`config.mk`:
```
export PLATFORM = sky130hd
export DESIGN_NAME = serial_add_ctrl
export DESIGN_NICKNAME = d
export VERILOG_FILES = /design/src/rtl/serial_add_ctrl.sv
export SDC_FILE = /design/constraint.sdc
export NUM_CORES = 1
export LEC_CHECK = 0
export ABC_CLOCK_PERIOD_IN_PS = 2140
export CORE_ASPECT_RATIO = 1.75
export CORE_MARGIN = 2
export CORE_UTILIZATION = 50
export CTS_CLUSTER_DIAMETER = 40
export DETAILED_ROUTE_END_ITERATION = 12
export MAX_ROUTING_LAYER = met4
export PLACE_DENSITY = 0.74
export SYNTH_ARGS = -nofsm -noshare
export SYNTH_HDL_FRONTEND = slang
export SYNTH_SLANG_ARGS = --single-unit
```
`constraint.sdc`:
```
create_clock -name clk -period 2.14 [get_ports clk]
set_input_delay 0.642 -clock clk [delete_from_list [all_inputs] [get_ports clk]]
set_output_delay 0.642 -clock clk [all_outputs]
set_load 0.1 [all_outputs]
```
`src/rtl/serial_add_ctrl.sv`:
```
// Bit-serial adder controller: one shared full adder walks the operands LSB first
// and publishes {cout, sum} once every bit has been consumed.
//
//   state  | meaning
//   IDLE   | waiting for start; operands, carry-in and counter load on accept
//   RUN    | one bit per cycle through the full adder; busy high
//   DONE   | result published; done high for exactly one cycle
module serial_add_ctrl #(
   parameter int WIDTH = 8
) (
   input  logic             clk,
   input  logic             rst_n,
   input  logic             start,
   input  logic [WIDTH-1:0] a,
   input  logic [WIDTH-1:0] b,
   input  logic             cin,
   output logic             busy,
   output logic             done,
   output logic [WIDTH-1:0] sum,
   output logic             cout
);

   localparam int CW = (WIDTH > 1) ? $clog2(WIDTH) : 1;
   localparam logic [CW-1:0] LAST_BIT = CW'(WIDTH - 1);

   typedef enum logic [1:0] {
      S_IDLE,
      S_RUN,
      S_DONE
   } state_t;

   state_t           state_q, state_d;
   logic [WIDTH-1:0] a_sr_q, a_sr_d;
   logic [WIDTH-1:0] b_sr_q, b_sr_d;
   logic [WIDTH-1:0] psum_q, psum_d;
   logic [WIDTH-1:0] sum_q, sum_d;
   logic [CW-1:0]    cnt_q, cnt_d;
   logic             carry_q, carry_d;
   logic             cout_q, cout_d;
   logic             busy_q, busy_d;
   logic             done_q, done_d;

   logic fa_s;
   logic fa_co;

   // The single full adder shared by every bit position.
   always_comb begin
      fa_s  = a_sr_q[0] ^ b_sr_q[0] ^ carry_q;
      fa_co = (a_sr_q[0] & b_sr_q[0]) | (a_sr_q[0] & carry_q) | (b_sr_q[0] & carry_q);
   end

   always_comb begin
      state_d = state_q;
      a_sr_d  = a_sr_q;
      b_sr_d  = b_sr_q;
      psum_d  = psum_q;
      sum_d   = sum_q;
      cnt_d   = cnt_q;
      carry_d = carry_q;
      cout_d  = cout_q;
      busy_d  = 1'b0;
      done_d  = 1'b0;

      unique case (state_q)
         S_IDLE: begin
            if (start) begin
               a_sr_d  = a;
               b_sr_d  = b;
               carry_d = cin;
               cnt_d   = '0;
               state_d = S_RUN;
               busy_d  = 1'b1;
            end
         end
         S_RUN: begin
            a_sr_d              = a_sr_q >> 1;
            b_sr_d              = b_sr_q >> 1;
            psum_d              = psum_q >> 1;
            psum_d[WIDTH-1]     = fa_s;
            carry_d             = fa_co;
            if (cnt_q == LAST_BIT) begin
               // Hold the counter on the final bit so it never wraps mid-transaction.
               sum_d   = psum_d;
               cout_d  = fa_co;
               state_d = S_DONE;
               done_d  = 1'b1;
            end else begin
               cnt_d  = cnt_q + CW'(1);
               busy_d = 1'b1;
            end
         end
         S_DONE: begin
            state_d = S_IDLE;
         end
         default: begin
            state_d = S_IDLE;
         end
      endcase
   end

   always_ff @(posedge clk or negedge rst_n) begin
      if (!rst_n) begin
         state_q <= S_IDLE;
         a_sr_q  <= '0;
         b_sr_q  <= '0;
         psum_q  <= '0;
         sum_q   <= '0;
         cnt_q   <= '0;
         carry_q <= 1'b0;
         cout_q  <= 1'b0;
         busy_q  <= 1'b0;
         done_q  <= 1'b0;
      end else begin
         state_q <= state_d;
         a_sr_q  <= a_sr_d;
         b_sr_q  <= b_sr_d;
         psum_q  <= psum_d;
         sum_q   <= sum_d;
         cnt_q   <= cnt_d;
         carry_q <= carry_d;
         cout_q  <= cout_d;
         busy_q  <= busy_d;
         done_q  <= done_d;
      end
   end

   assign busy = busy_q;
   assign done = done_q;
   assign sum  = sum_q;
   assign cout = cout_q;

endmodule
```
==> impl_metrics.py <==
metrics = {
    "status": {
        "outcome": "completed",
    },
    "flow_run": {
        "drv_cap": 0,
    },
    "layout": {
        "instances_no_fill": 215,
        "area_growth_pct": 30.0,
        "layout_common_cells": "dfrtp_1, clkdlybuf4s50_1, buf_12",
        "antennaDiodeCount": 0,
        "drive_above_1_share_pct": 26.6,
        "final_common_cell": "dfrtp_1",
        "postLayoutCoreUtil_pct": 66.9,
        "fin_area_mm2": 0.00238,
        "fin_nets": 191,
    },
    "timing": {
        "slew_headroom_pct": 63.2,
        "fmax_mhz": 543,
        "final.setup_skew_ps": 2.65,
        "rsz0062_at_grt": "false",
        "finalMaxSlewViolations": 0,
        "period_share_pct": 86.0,
        "worstMarginPinSlew_ps": 551,
        "setup_viol": 0,
        "fin_setup_tns_ps": 0,
        "hold_violations": 0,
        "fin_crit_ps": 1840,
    },
    "clocking": {
        "cts_buffers": 5,
        "cts_hold_buf": 0,
        "ctsResizeCount": 0,
        "cts_tree": "done",
        "clock-sinks": 40,
        "clk-insertion-delay-late_ps": 280,
        "cts_buffer_depth": 2,
        "clk_pin_slew_worst_paths_ps": 80,
        "root_buffer": "clkbuf_8",
        "ctsHtreeMaxLevel": 2,
        "cts_setup_buffers": 0,
    },
    "critical_path": {
        "critPathRequiredTime_ps": 2310,
        "crit_family": "multiplexers",
        "crit_arrival_ps": 2010,
        "crit_path_end_kind": "register",
        "path_cells": "ha_1 > ha_1 > nand3b_1 > mux2_1",
        "reg2reg_depth": 4,
        "worst-path-stages": 4,
        "cpMaxStageDelayCell": "mux2_1",
        "timing.critical_path.mode_cell": "ha_1",
        "crit_path_max_fanout": 11,
        "startpoint_type": "register",
        "critPathKind": "reg -> reg",
        "max_stage_delay_ps": 480,
        "critPathBufInv": 0,
    },
    "synth": {
        "synth_top_area_cell": "dfrtp_1",
        "synth_cells": 138,
        "ys_types": 25,
        "yosysWarnings": 0,
        "synth_top_area_share_pct": 54.8,
        "syn_area_mm2": 0.00183,
        "netlist_top_cells_area": "dfrtp_1, o221a_2, or4b_1, mux2_1, mux2_2",
        "syn_nets": 161,
        "ys_ff_latch": 40,
        "yosysSeqAreaShare_pct": 54.8,
        "avgSynthCellArea_um2": 13.2,
    },
    "floorplan": {
        "die_area_mm2": 0.00417,
        "start_util_pct": 51.4,
        "die_h_um": 84.0,
        "pin_count": 31,
        "std_cell_rows": 29,
        "coreArea_mm2": 0.00356,
        "fp.dieW_um": 49.7,
    },
    "placement": {
        "placed_area_mm2": 0.00227,
        "hpwlAfterDp_um": 2520,
        "portBuffers": 30,
        "placedCellCount": 207,
        "gp_congestion": 0.730,
    },
    "power": {
        "max-vdd-ir-drop_mv": 1.09,
        "pwr-share-clk_pct": 15.0,
        "p_switching_mw": 1.67,
        "p_sw_share_pct": 42.0,
        "power_frac_comb_pct": 50.0,
        "internal_power_mw": 2.31,
        "p_seq_share_pct": 35.0,
        "powerDensity_mw_per_mm2": 1680,
        "leakage_nw": 1.02,
    },
    "routing": {
        "ant_nets": 0,
        "route.vias.total": 1255,
        "drt_iter0_drc": 28,
        "drt-total-wl_um": 3550,
        "first_pass_iters": 4,
        "wl_per_cell_um": 16.5,
        "via_per_inst": 5.84,
        "drc": 0,
    },
    "global_routing": {
        "grt_pass1_vias": 1304,
        "grt_max_degree": 41,
        "grt_util_all_layers_pct": 19.9,
        "antenna_found_initial": 0,
        "grt_pass1_wl_um": 6270,
        "grt_overflow_total": 0,
    },
    "hold_path": {
        "hold_path.class": "in -> async",
    },
}
-- routing by layer --
metal	up-vias	wire (um)	GRT usage [%]
met5	-	0	-
met4	0	43	6.06
met3	6	110	4.12
met2	33	1990	33.7
met1	634	1410	23.5
li1	582	-	-
-- per-stage QoR --
stage	hold slack (ps)	setup slack, ps	total power [mW]
finish	406	299	3.98
global route	451	148	4.22
CTS	421	281	4.03
detailed placement	500	122	3.41
global placement	477	158	3.33
floorplan	346	576	2.73
-- power groups by stage --
stage	combinational (mW)	sequential, mW	clock, mW
2_1_floorplan	0.781	1.95	0
3_3_place_gp	1.94	1.38	0
3_5_place_dp	2.01	1.40	0
4_1_cts	2.02	1.40	0.613
5_1_grt	2.12	1.44	0.651
6_report	1.99	1.39	0.598
-- cells in the mapped netlist --
cell type and instances:
a211o_1 3, a211oi_1 5, a21oi_1 2, and3_1 1, buf_2 6, buf_6 1
clkbuf_1 3, clkbuf_2 2, dfrtp_1 40, fa_1 1, ha_1 2, inv_1 9
mux2_1 8, mux2_2 8, nand2b_1 5, nand3_1 2, nand3b_1 1, nor3b_1 7
nor4b_1 6, nor4bb_1 2, o21ba_2 1, o21bai_2 1, o221a_2 10, o221ai_1 2
or4b_1 10
-- area by class of cell --
| type | instances | area (um^2) |
|---|---|---|
| Fill cell | 284 | 1180 |
| Sequential cell | 40 | 1000 |
| Multi-Input combinational cell | 77 | 731 |
| Timing Repair Buffer | 35 | 443 |
| Clock buffer | 5 | 68.8 |
| Tap cell | 46 | 57.6 |
| Clock inverter | 3 | 42.5 |
| Inverter | 9 | 33.8 |
-- flip-flops by register name, indices dropped and copies added (netlist names) --
name,flops
state_q,2
busy,1
psum_q,7
cout,1
done,1
a_sr_q,8
sum,8
carry_q,1
b_sr_q,8
cnt_q,3
-- path summary, 6_finish.rpt --
path | start | slack, ps | endpoint
setup / recovery | cnt_q[0] | 300 | sum[3]
hold / removal | rst_n | 410 | b_sr_q[2]
setup reg to reg | cnt_q[0] | 300 | sum[3]
hold reg to reg | psum_q[7] | 520 | sum[6]
max in group asynchronous | rst_n | 1400 | state_q[1]
min in group clk | psum_q[7] | 520 | sum[6]
-- worst register-to-register path: stages, from the launching register on --
cell and delay (ps):
dfrtp_1 400, ha_1 170, ha_1 250, nand3b_1 430
mux2_1 480
-- cells by family (layout without fill, tap and decap cells) --
logic type | after synthesis | in the layout | synth area share (%)
AO/OA/AOI/OAI | 24 | 24 | 12.3
AND/OR/NAND/NOR | 34 | 34 | 15.3
buffers and inverters | 21 | 52 | 5.27
adder cells (fa/ha/maj) | 3 | 3 | 2.46
multiplexers | 16 | 16 | 9.86
flip-flops | 40 | 40 | 54.8
Note: power is estimated with default switching activity, not from simulation.
